==> src/rtl/motor_regbank_pkg.sv <==
// motor_regbank_pkg: shared address map and bit positions for the motor register bank.
package motor_regbank_pkg;
    localparam int ADDR_A        = 0;
    localparam int ADDR_B        = 1;
    localparam int ADDR_SET      = 2;
    localparam int ADDR_CTRL     = 3;
    localparam int ADDR_SNAP     = 4;
    localparam int ADDR_STATUS   = 5;
    localparam int ADDR_ENC_BASE = 8;
    localparam int CTRL_OPENLOOP  = 0;
    localparam int CTRL_BRUSHLESS = 1;
    localparam int CTRL_WDOG_EN   = 2;
    localparam int STATUS_TRIP = 0;
endpackage

==> src/rtl/motor_wdog.sv <==
// motor_wdog: setpoint watchdog; pulses expire once after WDOG_CYCLES cycles without a kick.
// Ports: clk, rst_n (async active-low), kick (SET write), en (watchdog enable), expire (1-cycle pulse).
module motor_wdog #(
    parameter int WDOG_CYCLES = 1000000
) (
    input  logic clk,
    input  logic rst_n,
    input  logic kick,
    input  logic en,
    output logic expire
);
    localparam int CW = $clog2(WDOG_CYCLES + 1);
    localparam logic [CW-1:0] LAST = CW'(WDOG_CYCLES - 1);
    logic [CW-1:0] cnt_q, cnt_d;
    logic held_q, held_d;
    // held_q keeps the counter parked after a trip so expire fires only once per idle period
    always_comb begin
        expire = en && !kick && !held_q && cnt_q == LAST;
        cnt_d  = (kick || !en) ? '0 : (cnt_q == LAST) ? cnt_q : cnt_q + 1'b1;
        held_d = (kick || !en) ? 1'b0 : (held_q || expire);
    end
    always_ff @(posedge clk or negedge rst_n) begin
        if (!rst_n) begin
            cnt_q  <= '0;
            held_q <= 1'b0;
        end else begin
            cnt_q  <= cnt_d;
            held_q <= held_d;
        end
    end
endmodule

==> src/rtl/avalon_motor_regbank.sv <==
// avalon_motor_regbank: Avalon-MM register bank for PI gains, setpoint, mode flags and encoder snapshots.
// Ports: clk, rst_n (async active-low); Avalon slave cs_n/rd_n/wr_n/addr/wrdata/rddata/rddata_valid;
//        code (live encoder counts, ch0 in LSBs); A, B, set, z_openloop, z_brushless, wdog_trip outputs.
module avalon_motor_regbank
    import motor_regbank_pkg::*;
#(
    parameter int NUM_CH      = 4,
    parameter int DATA_W      = 32,
    parameter int ADDR_W      = 4,
    parameter int A_RST       = 170,
    parameter int B_RST       = 100,
    parameter int WDOG_CYCLES = 1000000
) (
    input  logic                     clk,
    input  logic                     rst_n,
    input  logic                     cs_n,
    input  logic                     rd_n,
    input  logic                     wr_n,
    input  logic [ADDR_W-1:0]        addr,
    input  logic [DATA_W-1:0]        wrdata,
    output logic [DATA_W-1:0]        rddata,
    output logic                     rddata_valid,
    input  logic [NUM_CH*DATA_W-1:0] code,
    output logic [DATA_W-1:0]        A,
    output logic [DATA_W-1:0]        B,
    output logic [DATA_W-1:0]        set,
    output logic                     z_openloop,
    output logic                     z_brushless,
    output logic                     wdog_trip
);
    logic [DATA_W-1:0] a_q, a_d, b_q, b_d, set_q, set_d, rddata_q, rddata_d, rd_val, ctrl_val;
    logic [DATA_W-1:0] snap_q [NUM_CH];
    logic [DATA_W-1:0] snap_d [NUM_CH];
    logic [15:0] snap_cnt_q, snap_cnt_d;
    logic openloop_q, openloop_d, brushless_q, brushless_d, wdog_en_q, wdog_en_d;
    logic trip_q, trip_d, rddata_valid_q, rddata_valid_d;
    logic wr, rd, wr_ctrl, wr_snap, wr_status, kick, expire;
    motor_wdog #(.WDOG_CYCLES(WDOG_CYCLES)) u_wdog (
        .clk(clk), .rst_n(rst_n), .kick(kick), .en(wdog_en_q), .expire(expire)
    );
    always_comb begin
        wr        = !cs_n && !wr_n;
        rd        = !cs_n && !rd_n && wr_n;
        kick      = wr && addr == ADDR_W'(ADDR_SET);
        wr_ctrl   = wr && addr == ADDR_W'(ADDR_CTRL);
        wr_snap   = wr && addr == ADDR_W'(ADDR_SNAP);
        wr_status = wr && addr == ADDR_W'(ADDR_STATUS);
        ctrl_val = '0;
        ctrl_val[CTRL_OPENLOOP]  = openloop_q;
        ctrl_val[CTRL_BRUSHLESS] = brushless_q;
        ctrl_val[CTRL_WDOG_EN]   = wdog_en_q;
        rd_val = addr == ADDR_W'(ADDR_A)      ? a_q :
                 addr == ADDR_W'(ADDR_B)      ? b_q :
                 addr == ADDR_W'(ADDR_SET)    ? set_q :
                 addr == ADDR_W'(ADDR_CTRL)   ? ctrl_val :
                 addr == ADDR_W'(ADDR_SNAP)   ? DATA_W'(snap_cnt_q) :
                 addr == ADDR_W'(ADDR_STATUS) ? DATA_W'(trip_q) : '0;
        for (int i = 0; i < NUM_CH; i++) begin
            if (addr == ADDR_W'(ADDR_ENC_BASE + i)) rd_val = snap_q[i];
            snap_d[i] = wr_snap ? code[i*DATA_W +: DATA_W] : snap_q[i];
        end
        a_d         = (wr && addr == ADDR_W'(ADDR_A)) ? wrdata : a_q;
        b_d         = (wr && addr == ADDR_W'(ADDR_B)) ? wrdata : b_q;
        // the watchdog never expires in a kick cycle, so trip and SET write are exclusive
        set_d       = expire ? '0 : kick ? wrdata : set_q;
        openloop_d  = expire ? 1'b1 : wr_ctrl ? wrdata[CTRL_OPENLOOP] : openloop_q;
        brushless_d = wr_ctrl ? wrdata[CTRL_BRUSHLESS] : brushless_q;
        wdog_en_d   = wr_ctrl ? wrdata[CTRL_WDOG_EN] : wdog_en_q;
        trip_d      = expire ? 1'b1 : (wr_status && wrdata[STATUS_TRIP]) ? 1'b0 : trip_q;
        snap_cnt_d  = wr_snap ? snap_cnt_q + 16'd1 : snap_cnt_q;
        rddata_d       = rd ? rd_val : rddata_q;
        rddata_valid_d = rd;
    end
    always_ff @(posedge clk or negedge rst_n) begin
        if (!rst_n) begin
            a_q            <= DATA_W'(A_RST);
            b_q            <= DATA_W'(B_RST);
            set_q          <= '0;
            openloop_q     <= 1'b0;
            brushless_q    <= 1'b1;
            wdog_en_q      <= 1'b0;
            trip_q         <= 1'b0;
            snap_cnt_q     <= '0;
            rddata_q       <= '0;
            rddata_valid_q <= 1'b0;
            for (int i = 0; i < NUM_CH; i++) snap_q[i] <= '0;
        end else begin
            a_q            <= a_d;
            b_q            <= b_d;
            set_q          <= set_d;
            openloop_q     <= openloop_d;
            brushless_q    <= brushless_d;
            wdog_en_q      <= wdog_en_d;
            trip_q         <= trip_d;
            snap_cnt_q     <= snap_cnt_d;
            rddata_q       <= rddata_d;
            rddata_valid_q <= rddata_valid_d;
            for (int i = 0; i < NUM_CH; i++) snap_q[i] <= snap_d[i];
        end
    end
    assign A            = a_q;
    assign B            = b_q;
    assign set          = set_q;
    assign z_openloop   = openloop_q;
    assign z_brushless  = brushless_q;
    assign wdog_trip    = trip_q;
    assign rddata       = rddata_q;
    assign rddata_valid = rddata_valid_q;
endmodule
==> config.mk <==
export PLATFORM = sky130hd
export DESIGN_NAME = avalon_motor_regbank
export DESIGN_NICKNAME = d
export VERILOG_FILES = /design/src/rtl/motor_regbank_pkg.sv /design/src/rtl/motor_wdog.sv /design/src/rtl/avalon_motor_regbank.sv
export SDC_FILE = /design/constraint.sdc
export NUM_CORES = 1
export LEC_CHECK = 0
export ABC_AREA = 1
export CAP_MARGIN = 0
export CORE_MARGIN = 3
export CORE_UTILIZATION = 35
export DETAILED_ROUTE_END_ITERATION = 10
export GPL_ROUTABILITY_DRIVEN = 0
export PLACE_DENSITY_LB_ADDON = 0.15
export SLEW_MARGIN = 15
export SYNTH_ARGS = -nofsm -noshare
export SYNTH_HDL_FRONTEND = slang
export SYNTH_HIERARCHICAL = 1
export SYNTH_SLANG_ARGS = --single-unit
==> constraint.sdc <==
create_clock -name clk -period 2 [get_ports clk]
set_input_delay 0.4 -clock clk [delete_from_list [all_inputs] [get_ports clk]]
set_output_delay 0.4 -clock clk [all_outputs]
set_load 0.005 [all_outputs]
Yosys cells after proc, flatten, opt, wreduce, memory -nomap -nowiden --
Index checks and enable logic that the tools add are counted.
Operators by class: add/subtract/negate cells 2, equal/unequal tests 11, muxes and demuxes 19, reductions and logical operators 25
Operators with widths (count):
- 32-bit 2-to-1 mux | 9
- 20-bit 2-to-1 mux | 2
- 16-bit 2-to-1 mux | 2
- 20-bit by 1-bit adder with 20-bit output, second input constant | 1
- 20-bit == test, second input constant | 1
- 16-bit by 1-bit adder with 16-bit output, second input constant | 1
- 4-bit == test, second input constant | 4
- 1-bit logical AND | 13
- 4-bit by 2-bit == test with 1-bit output, second input constant | 2
- 4-bit by 3-bit == test with 1-bit output, second input constant | 2
- 1-bit zero test | 6
- 1-bit 2-to-1 mux | 6
- 2-bit nonzero test | 3
- 4-bit by 1-bit == test with 1-bit output, second input constant | 1
- 4-bit zero test | 1
- 1-bit logical OR | 2
- 2-bit inequality test, second input constant | 1
Storage, ports and cells: register bits after elaboration 298, input bits 169, output and inout bits 132, word-level logic and storage cells 73

Longest topological paths before layout --
word-level depth 11, depth in mapped cells 12, mapped depth without buffers 12

Modules after synthesis --
Netlist, hierarchy kept.
Modules (own cells, without submodules):
- avalon_motor_regbank | instances 1, cells an instance 1521, area an instance 12296.8 sq um, seq. area each 6941.7 sq um
- motor_wdog | instances 1, cells an instance 188, area an instance 1300.0 sq um, seq. area each 525.5 sq um

Least setup slack after synthesis --
No wires, ideal clock.
path type input -> register, from in addr[1], to reg set_q[10] (netlist: set[10]), setup time 0.126 ns, arrival time 1.805 ns, setup slack 0.068 ns, cell stages on the path 12, path buffers 2, path through inv_2 > nor2_1 > nand2_1 > nor2_1 > nor2_1 > buf_2 > nand3_1 > nor2_1 > inv_1 > nand2_1 > buf_2 > o22ai_1
On the way: cells in the longest elaborated chain, start to end 7, elaborated cells on any way between the ends 8
RTL lines:
- from (decl) | RTL line avalon_motor_regbank.sv:19 | input logic [ADDR_W-1:0] addr,
- 4-bit by 2-bit == test with 1-bit output * | RTL line avalon_motor_regbank.sv:44 | kick = wr && addr == ADDR_W'(ADDR_SET);
- 1-bit logical AND * | RTL line avalon_motor_regbank.sv:44
- net kick | RTL line avalon_motor_regbank.sv:37 | logic wr, rd, wr_ctrl, wr_snap, wr_status, kick, expire;
- 1-bit zero test * | RTL line motor_wdog.sv:18 | expire = en && !kick && !held_q && cnt_q == LAST;
- 1-bit logical AND * (3 in a row) | RTL line motor_wdog.sv:18
- net expire | RTL line avalon_motor_regbank.sv:37
- 32-bit 2-to-1 mux / 2-bit nonzero test (equally long branches)
- to (signal assigned) | RTL line avalon_motor_regbank.sv:90 | set_q <= set_d;
- to (decl) | RTL line avalon_motor_regbank.sv:31 | logic [DATA_W-1:0] a_q, a_d, b_q, b_d, set_q, set_d, rddata_q, rddata_d, rd_val, ctrl_val;
Mark *: on every way through the listed nets, which the timed path passes. The rest lies on a longest branch. A chain may end at the register's enable or synchronous reset.

Final worst setup path --
from reg a_q[5] (netlist: A[5]), to out A[5]
RTL lines:
- from (decl) | RTL line avalon_motor_regbank.sv:31
- from (signal assigned) | RTL line avalon_motor_regbank.sv:76 | a_q <= DATA_W'(A_RST);
- to (decl) | RTL line avalon_motor_regbank.sv:24 | output logic [DATA_W-1:0] A,
No word-level cell between the ends.

==> impl_metrics.ini <==
[power_and_ir_drop]
switching_part_of_the_total_power = 0.266
share_comb_of_total_power = 0.180
p_switching_mw = 4.66
ir_drop_uv = 436
power_density_mw_per_mm2 = 912
fin_total_pwr_mw = 17.6
cellLeakagePower_nw = 9.28
intPower_mw = 12.9
pwr-share-seq = 0.447
pwr-share-clk = 0.373

[detailed_routing]
dr.max_layer_used = met5
detailroute.via_count = 12600
drt_iter0_markers = 914
dr_wl_met3_microns = 2930
drt-wirelength-per-cell_microns = 18.0
drt-pass1-iter-count = 6
drt-total-wl_microns = 46700
wl_met1_microns = 21900
routed_via_density = 4.87
drcViolationCount = 0
route.antenna.remaining_nets = 0
wire_length_on_met2_microns = 20600

[placed_design]
place_inst = 2537
port_buffers = 300
place.detailed.hpwl_microns = 34600

[timing]
finalCriticalPeriod_ns = 1.95
maxSlewHeadroom = 0.605
final.setup_skew_ns = 0.0151
worst_margin_pin_slew_ns = 0.593
fmax_mhz = 512
timing.final.max_slew_violations = 0
finalSetupViolCount = 0
setup_total_negative_slack_ns = 0
final_min_period_over_clock_period = 0.977
hold_viol_final = 0
rsz0062_at_grt = yes

[clocking]
clkSinkCount = 298
cts.htree.levels = 2
clk-insertion-delay-late_ns = 0.51
ctsRootBufferMaster = sky130_fd_sc_hd__clkbuf_16
clkSlewWorstSetupHoldPaths_ns = 0.06
number_of_buffers_created_by_cts = 35
cts.path.max_buffers = 3
cts_tree = yes

[logic_synthesis]
synth_sequential_area_ratio = 0.549
synth_area_leaders = sky130_fd_sc_hd__dfrtp_1, sky130_fd_sc_hd__nand2_1, sky130_fd_sc_hd__inv_1
synth-warning-count = 6
postSynthAreaPerCell_sq_um = 7.96
synth.cell_area_sq_mm = 0.0136
post_synth_num_cell_types = 33
synth_top_cell_by_area = sky130_fd_sc_hd__dfrtp_1
synth_largest_type_area_fraction = 0.534
synth_fp_nets = 1880
yosys_register_bits = 298
netlist_instances = 1709

[finish]
mostFrequentLayoutCell = sky130_fd_sc_hd__nand2_1
fin_cells = 2599
post_layout_net_count = 2239
layout.cells.most_common_list = sky130_fd_sc_hd__nand2_1, sky130_fd_sc_hd__clkdlybuf4s50_1, sky130_fd_sc_hd__dfrtp_1, sky130_fd_sc_hd__inv_1, sky130_fd_sc_hd__o21ai_0
utilization = 0.506
post_route_cells_drive_above_1_share = 0.0997
areaGrowthSynthToFinish_pct = 41.5

[worst_setup_path]
kind_of_critical_path = register to primary output
required_ns = 1.60
critical_path_fanouts_max = 3
cp_top_delay_family = flip-flops
arrival_ns = 1.55
slowest_stage = sky130_fd_sc_hd__dfstp_2
cp_num_buf_inv = 1
sort_of_element_at_the_start_of_the_critical_path = register
critical_path.cell_chain = clkdlybuf4s50_1
end_kind = primary output
cpPeakStageDelay_ns = 0.55

[die]
fp-row-count = 71
design.die.area_sq_mm = 0.0412
die_y_microns = 203
design.portCount = 301
fp.dieW_microns = 203
coreArea_sq_mm = 0.0380
initial_standard_cell_utilization_of_the_core = 0.358

[grt]
pin_count_of_the_biggest_net_entering_global_routing = 55
grt_pass1_vias = 12600
initial_antenna_violation_count = 2
grt_first_pass_wirelength_microns = 72400
grt_overflow = 0
grtUsageTotal = 0.223

[outcome]
run_status = completed

[hold_path]
worst_hold_path_type = input pin to asynchronous set/reset pin

[flow_run]
max_cap_viol_count = 0
## routing by layer
| layer | vias to the layer above | track usage |
|---|---|---|
| li1 | 6098 | - |
| met1 | 6064 | 0.327 |
| met2 | 414 | 0.340 |
| met3 | 69 | 0.0425 |
| met4 | 2 | 0.0607 |
| met5 | - | 0 |
## repair_timing
| action | CTS | global route |
|---|---|---|
| hold endpoints to repair | 38 | 0 |
| pin swaps | 0 | 2 |
| hold buffers | 1 | 0 |
| setup endpoints to repair | 4 | 41 |
| buffers inserted | 2 | 2 |
| gates resized for setup | 2 | 11 |
## Yosys cell counts, drive strengths merged
master and instances:
or2 21, nand4 36, a41oi 1, dfrtp 290, dfstp 8, o21ai 109
ha 2, xor2 17, o21bai 1, buf 39, nand3 58, a21oi 55
clkbuf 41, nand3b 1, xnor2 5, o211ai 11, o22ai 31, inv 142
nor2 108, nor3 11, nand2 722
## power by group through the flow
stage / Clock, mW / Sequential (mW) / Combinational, mW
5_1_grt: 6.95 / 7.96 / 3.52
6_report: 6.55 / 7.84 / 3.16
4_1_cts: 6.69 / 7.84 / 3.19
3_3_place_gp: 0 / 7.94 / 3.10
2_1_floorplan: 0 / 7.72 / 1.11
3_5_place_dp: 0 / 7.93 / 3.16
## flip-flops by register name, summed over array words and instances (netlist names), 16 cells and up
name	cells
set	32
B	32
rddata	32
u_wdog/cnt_q	20
snap_q	128
A	32
snap_cnt_q	16
## logic make-up after synthesis
group / share of synthesized area
buffers and inverters: 0.0651
XOR/XNOR: 0.0142
AO/OA/AOI/OAI: 0.0827
flip-flops: 0.549
AND/OR/NAND/NOR: 0.287
adder cells (fa/ha/maj): 0.00184
## per-stage QoR
step / cell area [sq um] / setup slack (ns) / hold WS (ns)
2_1_floorplan: 13600 / 0.0682 / 0.104
3_3_place_gp: 18000 / -0.524 / 0.351
3_5_place_dp: 18000 / -0.547 / 0.350
4_1_cts: 19200 / 0.00116 / 0.408
5_1_grt: 19200 / -0.0129 / 0.426
6_report: 19200 / 0.0468 / 0.415
## worst paths after layout
| path | depth (start not counted) | from | slack (ns) | endpoint |
|---|---|---|---|---|
| max | 1 | A[5]$_DFFE_PN1P_ | 0.05 | A[5] |
| min | 2 | rst_n | 0.41 | A[6]$_DFFE_PN0P_ |
| max reg2reg | 10 | u_wdog/cnt_q[17]$_DFFE_PN0P_ | 0.17 | set[26]$_DFFE_PN0P_ |
| max in group asynchronous | 3 | rst_n | 0.81 | snap_cnt_q[12]$_DFFE_PN0P_ |
| min in group clk | 3 | code[11] | 0.43 | snap_q[107]$_DFFE_PN0P_ |
| min reg2reg | 2 | snap_q[4]$_DFFE_PN0P_ | 0.46 | snap_q[4]$_DFFE_PN0P_ |
## final cells by class
cell class,count,area [sq um]
Clock buffer,47,1020
Clock inverter,9,154
Antenna cell,1,2.50
Timing Repair Buffer,402,4110
Tap cell,511,639
Sequential cell,298,7470
Fill cell,3745,18800
Inverter,142,539
Multi-Input combinational cell,1189,5300
Power figures use the tool's default switching activity.
==> RTL change (config.mk and constraints unchanged) <==
`WDOG_CYCLES` is set to 1000000 in 2 places; all go to 4000000.
--- a/src/rtl/motor_wdog.sv
+++ b/src/rtl/motor_wdog.sv
@@ -3,3 +3,3 @@
 module motor_wdog #(
-    parameter int WDOG_CYCLES = 1000000
+    parameter int WDOG_CYCLES = 4000000
 ) (
--- a/src/rtl/avalon_motor_regbank.sv
+++ b/src/rtl/avalon_motor_regbank.sv
@@ -11,3 +11,3 @@
     parameter int B_RST       = 100,
-    parameter int WDOG_CYCLES = 1000000
+    parameter int WDOG_CYCLES = 4000000
 ) (
Function: no difference found for any inputs over 4 cycles, from zero or initial values and one cycle with rst_n low; that may be too few to reach the edited logic, so the function may still have changed.
==> RTL change against the unedited design <==
- fmax about the same
- final area increased by 0.73%
- worst hold slack about the same
- routed wire length decreased by 0.65%
- power decreased by 0.91%
- sequential cell count increased by 2
- setup slack got worse by 0.94 ps
- area after synthesis increased by 1.1%
==> RTL change: results (changes against the unedited design) <==
Parameter                              Value

Critical path
  Launching element of the worst setup path ... A[7]
  Reg-to-reg setup timing slack ... 150 ps (-20 ps)
  Arrival time of data at the critical path endpoint ... 1550 ps (about the same)
  Highest cell delay on the worst timing path ... 550 ps (about the same)
  Crit-path leading delay family ... flip-flops
  Cell at the slowest stage of the critical path ... dfstp_2
  Origin of the critical flop-to-flop path ... u_wdog/cnt_q[12]
  R2R depth ... 9 (-1)
  Crit Path Max Fanout ... 2 (-1)
  Reg-to-Reg End ... set[1]

Logic synthesis
  Cell type with the largest total area after synthesis ... dfrtp_1
  Unique cell type count in the Yosys netlist ... 32 (-3.0%)
  Post-Synthesis Net Count ... 1906 (+1.4%)
  Share of flip-flops with an asynchronous set or reset ... 100.0% (unchanged)
  Proportion of synthesized chip area in sequential cells ... 54.68% (-0.24 points)
  Largest cells by area after synthesis ... dfrtp_1, nand2_1, inv_1
  Most frequent cells after synthesis ... nand2_1, dfrtp_1, inv_1
  Count of warnings emitted by yosys ... 6 (unchanged)

Route
  Wire length per cell after detailed routing ... 17.58 µm (-2.2%)
  First-pass DRT Iterations ... 5 (-1)
  Total via count in the routed design ... 12655 (+0.063%)
  Initial detailed-routing violation count ... 949 (+3.8%)

Clock tree
  Max Buffers Root-to-Sink ... 3 (unchanged)
  Number of levels in the clock H-tree ... 2 (unchanged)
  Clock slew seen by the registers of the worst setup and hold paths ... 60 ps (about the same)
  CTS root buf ... clkbuf_16
  Insertion delay to the later sink of the worst-skew pair ... 520 ps
  Clock buffer count from CTS ... 35 (unchanged)

GRT
  Antenna violations before repair ... 1 (-1)
  Overall routing resource usage ... 22.18% (-0.11 points)
  First-pass GRT wire length ... 72620 µm (+0.28%)
  Pin count of the biggest net entering global routing ... 61 (+11%)

Min path
  Tightest Hold Check Type ... in -> async

Final layout
  Number of flip-flops under the largest register name ... 128 (unchanged)
  Share of post-route cells with drive strength above 1 ... 10.21% (+0.24 points)
  Final layout net count ... 2271 (+1.4%)
  Most flop-heavy register ... snap_q

Power
  Worst vdd ir ... 0.0005974 V (+37%)
  Leakage power ... 9.287 nW (about the same)

Timing
  Measured slew at the worst slew-check pin ... 509.9 ps (-82.84 ps)
  Maximum clock skew at final layout ... 15.26 ps (+0.2109 ps)

Place
  Post-DP HPWL ... 34450 µm (-0.55%)
  Port buffer count ... 300 (unchanged)
  Setup Slack @ Placement ... -561.1 ps (-14.21 ps)

Run status
  Status ... finished clean
RTL change: cell types whose count changed after synthesis, sizes merged:
cell    delta
a21oi      +4
buf        +1
clkbuf     -1
dfrtp      +2
inv        +2
nand2     +12
nand3      +3
nor2       +5
nor3       +1
o21ai      +2
o21bai     -1
xnor2      -1
xor2       -3
RTL change: cell families after synthesis:
| group | Yosys count | share of synthesized area (%) |
|---|---|---|
| AOI/OAI and AO/OA | 213 | 8.292 |
| adders and majority gates | 2 | 0.1820 |
| xor gates and xnor gates | 18 | 1.147 |
| DFF | 300 | 54.68 |
| buffers and inverters | 224 | 6.499 |
| and+or+nand+nor | 978 | 29.20 |
RTL change: final cells by class:
class | count | area, µm²
Fill cell | 3699 | 18820
Sequential cell | 300 | 7517
Multi-Input combinational cell | 1211 | 5396
Timing Repair Buffer | 408 | 4084
Clock buffer | 53 | 1086
Tap cell | 511 | 639.4
Inverter | 144 | 543.0
Clock inverter | 10 | 111.4
Antenna cell | 2 | 5.005
RTL change: what timing repair did:
| item | in CTS | in global routing |
|---|---|---|
| endpoints found under the setup margin | 9 | 51 |
| hold buffers | 1 | 0 |
| pin swaps | 0 | 1 |
| hold endpoints to repair | 37 | 0 |
| buffers inserted | 2 | 1 |
| resized for setup | 7 | 5 |
RTL change: report_power, final:
group	total [mW]	switching (mW)	internal [mW]	leakage, nW
Clock	6.55	2.53	4.01	0.584
Combinational	3.04	1.37	1.67	4.82
Sequential	7.81	0.732	7.08	3.89
RTL change: how the worst max path moves through the flow:
stage | cells past startpoint | slack [ps] | end
floorplan | 11 | 150 | set[10]
global placement | 14 | -540 | rddata[18]
detailed placement | 14 | -560 | rddata[18]
CTS | 1 | 20 | A[7]
global route | 1 | 1 | A[7]
finish | 1 | 50 | A[7]
RTL change: per-layer routing:
metal	wire [µm]	track usage (%)	part of all wire, %	up-vias
met4	740	4.866	1.6	0
met3	2606	3.122	5.6	51
met1	22710	34.07	49	6015
met2	20340	33.31	44	390
li1	-	-	-	6199
met5	0	0	0	-
RTL change: metrics by stage:
stage / hold slack, ps / TNS [ps] / area, µm² / std cells
floorplan: 104.4 / 0 / 13750 / 1735
global placement: 357.7 / -84530 / 18140 / 2570
detailed placement: 361.0 / -93040 / 18140 / 2570
CTS: 395.3 / 0 / 19350 / 2636
global route: 420.3 / 0 / 19380 / 2638
finish: 414.4 / 0 / 19380 / 2639
RTL change: worst register-to-register path: stages, from the launching register on:
cell and delay (ps):
dfrtp_1 430, nor2_1 170, nand3_1 140, nor2_1 190
nand3_4 100, nor3_2 150, inv_1 110, nand2_1 150
buf_12 180, o22ai_1 100
